==> src/rtl/alu_seq_pkg.sv <==
// Shared types and constants for the ALU sequencing controller.
package alu_seq_pkg;

  typedef enum logic [3:0] {
    OP_ADD  = 4'd0,
    OP_SUB  = 4'd1,
    OP_AND  = 4'd2,
    OP_OR   = 4'd3,
    OP_XOR  = 4'd4,
    OP_NOT  = 4'd5,
    OP_NAND = 4'd6,
    OP_NOR  = 4'd7,
    OP_ADDW = 4'd8,
    OP_ADDC = 4'd9
  } op_e;

  typedef enum logic [1:0] {
    ST_IDLE    = 2'd0,
    ST_EXEC_LO = 2'd1,
    ST_EXEC_HI = 2'd2,
    ST_RESP    = 2'd3
  } state_e;

  localparam logic [7:0] CTRL_ADD  = 8'h2C;
  localparam logic [7:0] CTRL_SUB  = 8'hAC;
  localparam logic [7:0] CTRL_AND  = 8'h22;
  localparam logic [7:0] CTRL_OR   = 8'h32;
  localparam logic [7:0] CTRL_XOR  = 8'h04;
  localparam logic [7:0] CTRL_NOT  = 8'h45;
  localparam logic [7:0] CTRL_NAND = 8'h23;
  localparam logic [7:0] CTRL_NOR  = 8'h33;

  typedef struct packed {
    logic [7:0] ctrl;
    logic       cin_sel;
    logic       wide;
    logic       arith;
    logic       illegal;
  } decode_t;

  function automatic logic op_legal(input logic [3:0] op);
    return op <= 4'd9;
  endfunction

endpackage

==> src/rtl/alu_seq_if.sv <==
// Request/response handshake bundle between issue logic and the ALU sequencer.
interface alu_seq_if #(parameter int DATA_WIDTH = 16);
  logic                    req_valid;
  logic                    req_ready;
  logic [3:0]              req_op;
  logic [2*DATA_WIDTH-1:0] req_a;
  logic [2*DATA_WIDTH-1:0] req_b;
  logic                    req_cin;
  logic                    resp_valid;
  logic                    resp_ready;
  logic [2*DATA_WIDTH-1:0] resp_data;
  logic                    resp_cout;
  logic                    resp_err;

  modport master (
    output req_valid, req_op, req_a, req_b, req_cin, resp_ready,
    input  req_ready, resp_valid, resp_data, resp_cout, resp_err
  );

  modport slave (
    input  req_valid, req_op, req_a, req_b, req_cin, resp_ready,
    output req_ready, resp_valid, resp_data, resp_cout, resp_err
  );
endinterface

==> src/rtl/alu_seq_decode.sv <==
// Opcode decode: ALU control word plus carry/width/class flags.
module alu_seq_decode
  import alu_seq_pkg::*;
(
  input  logic [3:0] op,
  output decode_t    dec
);

  always_comb begin
    dec         = '0;
    dec.illegal = !op_legal(op);
    case (op)
      OP_ADD:  begin dec.ctrl = CTRL_ADD; dec.arith = 1'b1; end
      OP_SUB:  begin dec.ctrl = CTRL_SUB; dec.arith = 1'b1; end
      OP_AND:  dec.ctrl = CTRL_AND;
      OP_OR:   dec.ctrl = CTRL_OR;
      OP_XOR:  dec.ctrl = CTRL_XOR;
      OP_NOT:  dec.ctrl = CTRL_NOT;
      OP_NAND: dec.ctrl = CTRL_NAND;
      OP_NOR:  dec.ctrl = CTRL_NOR;
      OP_ADDW: begin dec.ctrl = CTRL_ADD; dec.arith = 1'b1; dec.wide = 1'b1; end
      OP_ADDC: begin dec.ctrl = CTRL_ADD; dec.arith = 1'b1; dec.cin_sel = 1'b1; end
      default: dec.ctrl = 8'h00;
    endcase
  end

endmodule

==> src/rtl/alu_seq.sv <==
// Sequences one or two passes through the external combinational ALU per request.
//   state      | meaning
//   ST_IDLE    | ready for a request
//   ST_EXEC_LO | low-word pass on the ALU
//   ST_EXEC_HI | high-word pass for ADDW, carry chained from low pass
//   ST_RESP    | result held until consumer takes it
module alu_seq
  import alu_seq_pkg::*;
#(
  parameter int DATA_WIDTH = 16
) (
  input  logic                  clk,
  input  logic                  reset,
  alu_seq_if.slave              bus,
  output logic [DATA_WIDTH-1:0] alu_a,
  output logic [DATA_WIDTH-1:0] alu_b,
  output logic [7:0]            alu_ctrl,
  output logic                  alu_cin,
  output logic                  alu_out_en,
  input  logic [DATA_WIDTH-1:0] alu_out,
  input  logic                  alu_cout
);
  localparam int W = DATA_WIDTH;

  state_e          state, state_nxt;
  decode_t         dec;
  logic [2*W-1:0]  a_q, b_q, result_q;
  logic [7:0]      ctrl_q;
  logic            cin_q, wide_q, arith_q, carry_q, err_q;

  alu_seq_decode u_decode (
    .op  (bus.req_op),
    .dec (dec)
  );

  always_ff @(posedge clk) begin
    if (reset) state <= ST_IDLE;
    else       state <= state_nxt;
  end

  always_comb begin
    state_nxt = state;
    case (state)
      ST_IDLE:    if (bus.req_valid) state_nxt = dec.illegal ? ST_RESP : ST_EXEC_LO;
      ST_EXEC_LO: state_nxt = wide_q ? ST_EXEC_HI : ST_RESP;
      ST_EXEC_HI: state_nxt = ST_RESP;
      ST_RESP:    if (bus.resp_ready) state_nxt = ST_IDLE;
      default:    state_nxt = ST_IDLE;
    endcase
  end

  always_comb begin
    bus.req_ready  = 1'b0;
    bus.resp_valid = 1'b0;
    alu_a          = '0;
    alu_b          = '0;
    alu_ctrl       = 8'h00;
    alu_cin        = 1'b0;
    alu_out_en     = 1'b0;
    case (state)
      ST_IDLE: bus.req_ready = !reset;
      ST_EXEC_LO: begin
        alu_a      = a_q[W-1:0];
        alu_b      = b_q[W-1:0];
        alu_ctrl   = ctrl_q;
        alu_cin    = cin_q;
        alu_out_en = 1'b1;
      end
      ST_EXEC_HI: begin
        alu_a      = a_q[2*W-1:W];
        alu_b      = b_q[2*W-1:W];
        alu_ctrl   = CTRL_ADD;
        alu_cin    = carry_q;
        alu_out_en = 1'b1;
      end
      ST_RESP: bus.resp_valid = 1'b1;
      default: ;
    endcase
  end

  // result_q is cleared at accept so single-width results come out zero-extended
  always_ff @(posedge clk) begin
    if (reset) begin
      a_q      <= '0;
      b_q      <= '0;
      result_q <= '0;
      ctrl_q   <= 8'h00;
      cin_q    <= 1'b0;
      wide_q   <= 1'b0;
      arith_q  <= 1'b0;
      carry_q  <= 1'b0;
      err_q    <= 1'b0;
    end else begin
      case (state)
        ST_IDLE: if (bus.req_valid) begin
          a_q      <= bus.req_a;
          b_q      <= bus.req_b;
          ctrl_q   <= dec.ctrl;
          cin_q    <= dec.cin_sel & bus.req_cin;
          wide_q   <= dec.wide;
          arith_q  <= dec.arith;
          err_q    <= dec.illegal;
          result_q <= '0;
          carry_q  <= 1'b0;
        end
        ST_EXEC_LO: begin
          result_q[W-1:0] <= alu_out;
          carry_q         <= alu_cout;
        end
        ST_EXEC_HI: begin
          result_q[2*W-1:W] <= alu_out;
          carry_q           <= alu_cout;
        end
        default: ;
      endcase
    end
  end

  assign bus.resp_data = result_q;
  assign bus.resp_cout = carry_q & arith_q;
  assign bus.resp_err  = err_q;

endmodule

==> src/flat_wrapper.sv <==
// flat-port wrapper written by rule: the top's interface ports become plain ports
module alu_seq_flat import alu_seq_pkg::*;
#(
  parameter int DATA_WIDTH = 16
)
  (clk, reset, alu_a, alu_b, alu_ctrl, alu_cin, alu_out_en, alu_out, alu_cout, bus_req_valid, bus_req_op, bus_req_a, bus_req_b, bus_req_cin, bus_resp_ready, bus_req_ready, bus_resp_valid, bus_resp_data, bus_resp_cout, bus_resp_err);
  alu_seq_if #(.DATA_WIDTH(DATA_WIDTH)) bus_i ();
  input  logic clk;
  input  logic reset;
  output logic [DATA_WIDTH-1:0] alu_a;
  output logic [DATA_WIDTH-1:0] alu_b;
  output logic [7:0] alu_ctrl;
  output logic alu_cin;
  output logic alu_out_en;
  input  logic [DATA_WIDTH-1:0] alu_out;
  input  logic alu_cout;
  input wire logic [$bits(bus_i.req_valid)-1:0] bus_req_valid;
  input wire logic [$bits(bus_i.req_op)-1:0] bus_req_op;
  input wire logic [$bits(bus_i.req_a)-1:0] bus_req_a;
  input wire logic [$bits(bus_i.req_b)-1:0] bus_req_b;
  input wire logic [$bits(bus_i.req_cin)-1:0] bus_req_cin;
  input wire logic [$bits(bus_i.resp_ready)-1:0] bus_resp_ready;
  output wire logic [$bits(bus_i.req_ready)-1:0] bus_req_ready;
  output wire logic [$bits(bus_i.resp_valid)-1:0] bus_resp_valid;
  output wire logic [$bits(bus_i.resp_data)-1:0] bus_resp_data;
  output wire logic [$bits(bus_i.resp_cout)-1:0] bus_resp_cout;
  output wire logic [$bits(bus_i.resp_err)-1:0] bus_resp_err;
  assign bus_i.req_valid = bus_req_valid;
  assign bus_i.req_op = bus_req_op;
  assign bus_i.req_a = bus_req_a;
  assign bus_i.req_b = bus_req_b;
  assign bus_i.req_cin = bus_req_cin;
  assign bus_i.resp_ready = bus_resp_ready;
  assign bus_req_ready = bus_i.req_ready;
  assign bus_resp_valid = bus_i.resp_valid;
  assign bus_resp_data = bus_i.resp_data;
  assign bus_resp_cout = bus_i.resp_cout;
  assign bus_resp_err = bus_i.resp_err;
  alu_seq #(.DATA_WIDTH(DATA_WIDTH)) u_core (.clk(clk), .reset(reset), .bus(bus_i), .alu_a(alu_a), .alu_b(alu_b), .alu_ctrl(alu_ctrl), .alu_cin(alu_cin), .alu_out_en(alu_out_en), .alu_out(alu_out), .alu_cout(alu_cout));
endmodule
==> config.mk <==
export PLATFORM = sky130hd
export DESIGN_NAME = alu_seq_flat
export DESIGN_NICKNAME = d
export VERILOG_FILES = /design/src/rtl/alu_seq_pkg.sv /design/src/rtl/alu_seq_if.sv /design/src/rtl/alu_seq_decode.sv /design/src/rtl/alu_seq.sv /design/src/flat_wrapper.sv
export SDC_FILE = /design/constraint.sdc
export NUM_CORES = 1
export LEC_CHECK = 0
export ABC_AREA = 1
export CORE_ASPECT_RATIO = 0.6
export CORE_UTILIZATION = 38
export CTS_CLUSTER_SIZE = 16
export DETAILED_ROUTE_END_ITERATION = 16
export PLACE_DENSITY = 0.81
export SKIP_LAST_GASP = 1
export SLEW_MARGIN = 20
export SYNTH_ARGS = -nofsm -noshare
export SYNTH_HDL_FRONTEND = slang
export SYNTH_SLANG_ARGS = --single-unit
==> constraint.sdc <==
create_clock -name clk -period 1.7 [get_ports clk]
set_input_delay 0.255 -clock clk [delete_from_list [all_inputs] [get_ports clk]]
set_output_delay 0.255 -clock clk [all_outputs]
set_load 0.05 [all_outputs]
# --- Word-level counts from Yosys, hierarchy flattened ---
# Cells that the tools add are included.
word_totals:
  output_inout_bits: 78
  regBits: 111
  input_bits: 90
  wordCells: 64
op_classes:
  n_eq_ne: 14
  n_mux: 21
  bitwise: 2
  order_cmp: 1
  reduce_logical: 15
op_table:
  columns: ["operator", "count"]
  rows:
  - ["$pmux W16 S2", 4]
  - ["$pmux W8 S8", 1]
  - ["$mux W32", 1]
  - ["$eq A4 B3 Y1 const B", 4]
  - ["$pmux W8 S2", 1]
  - ["$reduce_and A2 Y1", 5]
  - ["$eq A4 B2 Y1 const B", 2]
  - ["$eq A4 B4 Y1 const B", 2]
  - ["$mux W1", 8]
  - ["$pmux W2 S4", 1]
  - ["$mux W2", 3]
  - ["$reduce_bool A2 Y1", 3]
  - ["$eq A2 B2 Y1 const B", 2]
  - ["$eq A4 B1 Y1 const B", 1]
  - ["$le A4 B4 Y1 const B", 1]
  - ["$logic_not A4 Y1", 1]
  - ["$ne A2 B2 Y1 const B", 2]
  - ["$pmux W1 S2", 2]
  - ["$reduce_or A4 Y1", 1]
  - ["$reduce_or A3 Y1", 1]
  - ["$and A1 B1 Y1", 2]
  - ["$eq A2 B1 Y1 const B", 1]
  - ["$logic_not A1 Y1", 2]
  - ["$logic_not A2 Y1", 1]
  - ["$reduce_or A2 Y1", 1]

# --- Logic depth before layout (Yosys ltp) ---
# Gate-level depths: netlist (run 1).
logic_depth:
  ltp_word: 4
  depth_mapped: 9
  depth_no_buf: 8

# --- Modules after synthesis ---
# Synthesis (run 1) repeated with hierarchy kept, for this count alone.
unflattened:
  cells_unflattened: 683
  hier_area_um2: 4760.8
modules_own_cells:
  columns: ["module", "area_each_um2", "cells_per_inst", "instances", "seq_area_each_um2"]
  rows:
  - ["alu_seq", 4665.7, 659, 1, 2222.1]
  - ["alu_seq_decode", 95.1, 24, 1, 0.0]

# --- Worst setup path before layout (run 1) ---
# OpenSTA, ideal clock, no wires.
synth_path:
  path_kind: "register to output"
  start: "register u_core.state[0]"
  end: "output port alu_a[0]"
  required_ns: 1.445
  t_arrival_ns: 2.423
  slack_ns: -0.978
  path_buffers: 2
  stages_incl_launch_ff: 7
  path_cell_list: "dfxtp_1 inv_1 ha_1 buf_2 clkinv_1 clkbuf_1 a21oi_1"
synth_between:
  elab_chain_cells: 2
  word_cells_on_any_way: 3
  cone_classes: "eq/ne: 2; mux: 1"
synth_rtl:
  columns: ["element", "line", "rtl"]
  rows:
  - ["from (decl)", "alu_seq.sv:25", "state_e state, state_nxt;"]
  - ["from (signal assigned)", "alu_seq.sv:38", "else state <= state_nxt;"]
  - ["$eq A2 B2 Y1 / $eq A2 B1 Y1 (equally long branches)", "alu_seq.sv:60", "case (state)"]
  - ["$pmux W16 S2 *", "alu_seq.sv:60", null]
  - ["to (decl)", "flat_wrapper.sv:10", "output logic [DATA_WIDTH-1:0] alu_a;"]
# Mark *: on every way between the ends. The rest lies on a longest branch, timed or not.

# --- Worst setup path after layout (run 1) ---
layout_path:
  start: "register u_core.state[0]"
  end: "output port alu_a[8]"
# Same word-level chain as after synthesis.

==> flow_metrics.tcl, run 1 <==
set metrics [dict create \
    run_status "finished with violations" \
    violations "negative setup slack" \
    area_fraction_in_and_or_nand_and_nor_cells_after_synthesis_pct 28.1 \
    antenna_found_initial 0 \
    power.clock.fraction_pct 16.4 \
    setup.worst_path.end_class "output pin" \
    final_nets 924 \
    remaining_routing_drc_violations 0 \
    synth_area_per_cell_um2 7.14 \
    first_global_vias 4510 \
    clock_tree.root_cell "clkbuf_16" \
    route.antenna.remaining_nets 0 \
    yosysWarnings 0 \
    timing.fmax_mhz 512 \
    power.leakage_uw 0.00302 \
    synth_top_cell_by_area "dfxtp_1" \
    start_kind "register" \
    die_h_um 87.7 \
    routed_wirelength_um 15600 \
    relSlewSlack_pct 74.2 \
    place.detailed.instances 956 \
    holdWs_ps 476 \
    min_period_ps 1950 \
    iteration_count_of_the_initial_detailed_routing_pass 5 \
    p_total_uw 14300 \
    rows 30 \
    groute.usage.overall_pct 23.2 \
    synth-edff-count 0 \
    cts.clk_slew.worst_paths_ps 70 \
    globalRoute.totalOverflow 0 \
    muxShareOfSynthArea_pct 0 \
    worstSetupStartpoint "u_core.state[0]$_SDFFE_PP0P_" \
    number_of_max_slew_violations_in_the_final_report 0 \
    numPortBuffers 167 \
    min-delay-path-class "reg2reg" \
    yosys.area.top_type_share_pct 47.8 \
    clk-insertion-delay-late_ps 340 \
    peakVddDrop_uv 972 \
    grt_max_degree 67 \
    crit_type "reg2out" \
    instances_no_fill 995 \
    timing.hold.worst.start "u_core.ctrl_q[6]$_SDFFE_PP0P_" \
    final_core_utilization_pct 70.4 \
    clk_path_buf_depth 2 \
    seq_power_share_pct 25.4 \
    place_worst_setup_slack_ps 82.4 \
    netSwitchingFraction_pct 43.6 \
    detail_route.wirelength.met1_um 7340 \
    path_max_fanout 5 \
    placeableCoreArea_um2 11600 \
    yosys.cell_types.count 22 \
    cp_data_arrival_time_ps 1700 \
    avgViaCountPerCell 5.01 \
    die_width_um 145 \
    dominant_combinational_cell_family_by_area_after_synthesis "simple AND/OR/NAND/NOR gates" \
    fraction_of_the_yosys_area_taken_by_sequential_cells_pct 47.8 \
    synth_fa_ha_area_share_pct 1.08 \
    final_min_period_over_clock_period_pct 115 \
    synth_ff_type "dfxtp_1" \
    async_flop_share_pct 0 \
    syn-instance-count 651 \
    compound_gate_fraction_of_synth_area_pct 15.9 \
    htreeDepth 3 \
    cts_tree "yes" \
    dp.final_hpwl_um 10100 \
    worstMarginPinSlew_ps 386 \
    starting_density_pct 40.1 \
    cellInternalPower_uw 8060 \
    finClkSkew_ps 8.21 \
    first_iter_violations 366 \
    p_sw_uw 6230 \
    rsz0062_at_grt "yes" \
    drive_above_1_share_pct 27.2 \
    floorplan.die_area_um2 12700 \
    max-cap-violations 0 \
    synthMostInstantiatedCell "nor2_1" \
    combPwrFrac_pct 58.2 \
    yosys-top-cells-count "142 x nor2_1, 130 x nand2_1, 111 x dfxtp_1, 81 x a21oi_1, 58 x o21ai_0" \
    antenna_cells 0 \
    timing.final.ws_setup_ps -253 \
    setup_viol 42 \
    num_vias 4983 \
    rr_startpoint "u_core.state[0]$_SDFFE_PP0P_" \
    post_synth_main_area_contributors "dfxtp_1 48%, nor2_1 11%, nand2_1 10%" \
    cts_buffers 9 \
    report.final.hold_viol_count 0 \
    route.top_layer_used "met4" \
    net_count_synth 745 \
    worst-endpoint-required_ps 1440 \
    tritoncts_num_sinks 111 \
    detailroute.wirelength.met3_um 1300 \
    power.density_nw_per_um2 1750 \
    io_pins 168 \
    grt_first_pass_wirelength_um 22800 \
    wl_per_cell_um 15.7 \
    netlist_area_before_placement_um2 4650 \
    met2_layer_wire_length_in_the_routed_design_um 6910 \
    postSynthRegisterBits 111 \
    synthToLayoutAreaGrowth_pct 75.6 \
    post_synth_xor_area_fraction_pct 0 \
    globalplace.congestion 0.835 \
]
## metal layers
metal,GRT usage [%],vias up
li1,-,2468
met1,32.7,2315
met2,36.4,196
met3,5.52,4
met4,4.11,0
met5,0,-
## registers in the layout (all words and copies together), names as in the netlist
| signal | cells |
|---|---|
| u_core.a_q | 32 |
| u_core.arith_q | 1 |
| u_core.b_q | 32 |
| u_core.bus.resp_data | 32 |
| u_core.bus.resp_err | 1 |
| u_core.carry_q | 1 |
| u_core.cin_q | 1 |
| u_core.ctrl_q | 8 |
| u_core.state | 2 |
| u_core.wide_q | 1 |
## power by group through the flow
stage	Clock (µW)	Combinational [µW]	Sequential, µW
after floorplan	0	4160	4030
after global placement	0	6670	3630
after detailed placement	0	6730	3640
after CTS	2380	7310	3590
after global routing	2500	8800	3690
final	2340	8320	3630
## through the flow
stage / area [µm²] / setup TNS [ps]
after CTS: 7810 / -8720
after floorplan: 5110 / -1560
after global routing: 8170 / -11560
after detailed placement: 7290 / 0
after global placement: 7290 / 0
final: 8170 / -8500
## critical path, stage by stage (launching register included)
cell and delay (ps):
dfxtp_4 380, buf_4 120, ha_4 160, buf_4 140, buf_12 130, nand2_1 100, a21oi_4 180, buf_12 160
## placed cells by master, fill, tap and decap left out
master           netlist  final
o21ai_1                9      9
inv_1                 13     10
clkdlybuf4s50_1        0     89
inv_6                  0      3
inv_2                  3      4
clkbuf_8               0      1
ha_1                   4      1
nor2_2                 1      1
nand3_1               44     44
nand2_2                2     25
buf_12                 0     52
buf_8                  0      3
buf_16                 0      2
o21ai_0               58     58
dfxtp_1              111    109
nor2_1               142    137
nor2_4                 3      8
clkinv_8               0      1
ha_4                   0      3
a21oi_2                0      3
clkinvlp_4             0      1
inv_8                  0      2
bufinv_16              0      2
inv_4                  0      1
buf_4                  4     57
a21oi_4                0     35
clkbuf_16              0     15
dfxtp_4                0      1
nand2_1              130    106
nand2_4                0      1
nand3b_1               1      1
a21oi_1               81     43
nor3_1                 1      1
dfxtp_2                0      1
buf_6                  7      5
## timing repair
action	in CTS	in global routing
pin swaps	1	41
hold buffers	0	0
gates cloned	2	7
gates resized for setup	18	40
buffers inserted	8	7
endpoints found under the setup margin	41	57
## cells by family (layout without fill, tap and decap cells)
kind of cell,count (synthesis),in the layout
DFF,111,111
adders and majority gates,4,4
buffers and inverters,64,248
AOI/OAI and AO/OA,148,148
and+or+nand+nor,324,324
## final timing paths
| kind | to | slack [ps] | cells after the start |
|---|---|---|---|
| worst max register to register | u_core.bus.resp_data[2]$_SDFFE_PP0P_ | 30 | 10 |
| worst min register to register | u_core.ctrl_q[6]$_SDFFE_PP0P_ | 480 | 2 |
| worst max-delay path | alu_a[8] | -250 | 7 |
| worst min-delay path | u_core.ctrl_q[6]$_SDFFE_PP0P_ | 480 | 2 |
## layout make-up
cell class	count	area [µm²]
multi-input cells	476	2640
clock inverters	6	97.6
repair inverters	1	11.3
inverters	17	82.6
fillers	870	3430
well taps	160	200
flip-flops and latches	111	2230
repair buffers	214	2670
clock buffers	10	239
No activity file was read; power rests on OpenSTA's default activity.
==> run 2, diff against run 1 <==
--- a/config.mk
+++ b/config.mk
@@ -10,7 +10,8 @@
 export CORE_UTILIZATION = 38
 export CTS_CLUSTER_SIZE = 16
 export DETAILED_ROUTE_END_ITERATION = 16
-export PLACE_DENSITY = 0.81
+export PLACE_DENSITY = 0.84
+export REMOVE_ABC_BUFFERS = 1
 export SKIP_LAST_GASP = 1
 export SLEW_MARGIN = 20
 export SYNTH_ARGS = -nofsm -noshare
==> constraint.sdc (replaced) <==
create_clock -name clk -period 1.6 [get_ports clk]
set_input_delay 0.24 -clock clk [delete_from_list [all_inputs] [get_ports clk]]
set_output_delay 0.24 -clock clk [all_outputs]
set_load 0.05 [all_outputs]
==> flow_metrics.tcl, run 2 (synthesized netlist as in run 1, its figures left out) <==
set metrics [dict create \
    violations "negative setup slack" \
    rows 30 \
    postCtsHoldBufs 0 \
    start_kind "register" \
    min_period_ps 1960 \
    first_iter_violations 376 \
    worstHoldEndpoint "u_core.ctrl_q[0]$_SDFFE_PP0P_" \
    remaining_routing_drc_violations 0 \
    number_of_max_slew_violations_in_the_final_report 0 \
    globalplace.congestion 0.822 \
    floorplan.die_area_um2 12700 \
    multi_input_area_um2 2480 \
    final_core_utilization_pct 67.8 \
    grt_max_degree 67 \
    route.antenna.remaining_nets 0 \
    max-cap-violations 0 \
    worst-endpoint-required_ps 1360 \
    die_width_um 145 \
    finClkSkew_ps 7.53 \
    filler_cell_count 921 \
    final_cell_mix "136 x nor2_1, 130 x nand2_1, 109 x dfxtp_1, 89 x clkdlybuf4s50_1, 58 x o21ai_0" \
    avgViaCountPerCell 5.10 \
    mostFrequentLayoutCell "nor2_1" \
    die_h_um 87.7 \
    relSlewSlack_pct 77.5 \
    min-delay-path-class "reg2reg" \
    worst_r2r_endpoint "u_core.bus.resp_data[25]$_SDFFE_PP0P_" \
    rr_startpoint "u_core.state[1]$_SDFFE_PP0P_" \
    groute.usage.overall_pct 24.7 \
    placeableCoreArea_um2 11600 \
    final_nets 916 \
    timing.fmax_mhz 510 \
    post_dp_cell_area_um2 6970 \
    io_pins 168 \
    cts_tree "yes" \
    setup.worst_path.end_class "output pin" \
    starting_density_pct 40.1 \
    timing.final.ws_setup_ps -359 \
    cells_on_worst_hold_path 2 \
    register_area_um2 2220 \
    rsz0062_at_grt "yes" \
    report.final.hold_viol_count 0 \
    dp.final_hpwl_um 10000 \
    timing.hold.worst.start "u_core.ctrl_q[0]$_SDFFE_PP0P_" \
    grt_first_pass_wirelength_um 24000 \
    final_min_period_over_clock_period_pct 122 \
    globalRoute.totalOverflow 0 \
    synthToLayoutAreaGrowth_pct 69.0 \
    crit_type "reg2out" \
    numPortBuffers 167 \
    first_global_vias 4770 \
    antenna_found_initial 0 \
    wl_per_cell_um 15.9 \
    iteration_count_of_the_initial_detailed_routing_pass 5 \
    power.leakage_uw 0.00293 \
    rr_worst_depth 9 \
    reg2reg_setup_slack_ps -30 \
    tritoncts_num_sinks 111 \
    clk-insertion-delay-late_ps 350 \
    routed_wirelength_um 15700 \
    worstMarginPinSlew_ps 337 \
    num_vias 5037 \
    clk_path_buf_depth 2 \
    final_cell_area_um2 7860 \
    htreeDepth 3 \
    peakVddDrop_uv 1270 \
    drive_above_1_share_pct 23.8 \
    cp_data_arrival_time_ps 1720 \
    run_status "finished with violations" \
    cts.clk_slew.worst_paths_ps 70 \
    path_max_fanout 11 \
    clock_tree.root_cell "clkbuf_16" \
    cts_buffers 9 \
    power.density_nw_per_um2 1800 \
    setup_viol 46 \
    antenna_cells 0 \
    p_total_uw 14100 \
]
## run 2: worst max-delay path, stage by stage, from the launching register on
cell and delay [ps]:
dfxtp_2 340, buf_4 120, ha_4 240, buf_12 160
nand2_1 130, a21oi_4 210, buf_12 160
## run 2: metal layers
metal	GRT usage [%]	wire length, µm	up-vias
met5	0	0	-
li1	-	-	2449
met2	39.7	7130	227
met1	31.8	6870	2343
met3	7.87	1500	18
met4	7.18	203	0
## run 2: final cells by class
type	instances	share of cell area (%)
Clock inverter	5	0.621
Multi-Input combinational cell	476	31.6
Tap cell	160	2.55
Inverter	17	1.02
Sequential cell	111	28.3
Timing Repair Buffer	207	32.7
Clock buffer	11	3.22
## run 2: power breakdown
group          switching [µW]  internal [µW]
Sequential                364           3440
Combinational            4830           3230
Clock                    1070           1180
## run 2: how the worst max path moves through the flow
stage	start	end	slack (ps)
2_1_floorplan	u_core.state[0]$_SDFFE_PP0P_	alu_a[0]	-1440
3_3_place_gp	u_core.state[1]$_SDFFE_PP0P_	alu_a[2]	-9
3_5_place_dp	u_core.state[1]$_SDFFE_PP0P_	alu_a[5]	-110
4_1_cts	u_core.state[0]$_SDFFE_PP0P_	alu_a[4]	-320
5_1_grt	u_core.state[0]$_SDFFE_PP0P_	alu_a[5]	-410
6_report	u_core.state[0]$_SDFFE_PP0P_	alu_a[5]	-360
## run 2: repair_timing
action,in CTS,in global routing
hold endpoints to repair,0,0
endpoints found under the setup margin,49,59
pin swaps,1,4
setup buffers,2,3
gates resized for setup,81,7
gates cloned,4,1
## run 2: stage by stage
| step | setup slack (ps) | cells | hold slack [ps] | setup TNS, ps |
|---|---|---|---|---|
| after floorplan | -1440 | 604 | 309 | -138920 |
| after global placement | -8.61 | 961 | 453 | -119 |
| after detailed placement | -111 | 961 | 458 | -1900 |
| after CTS | -323 | 983 | 464 | -11860 |
| after global routing | -407 | 987 | 481 | -15870 |
| final | -359 | 987 | 471 | -12020 |
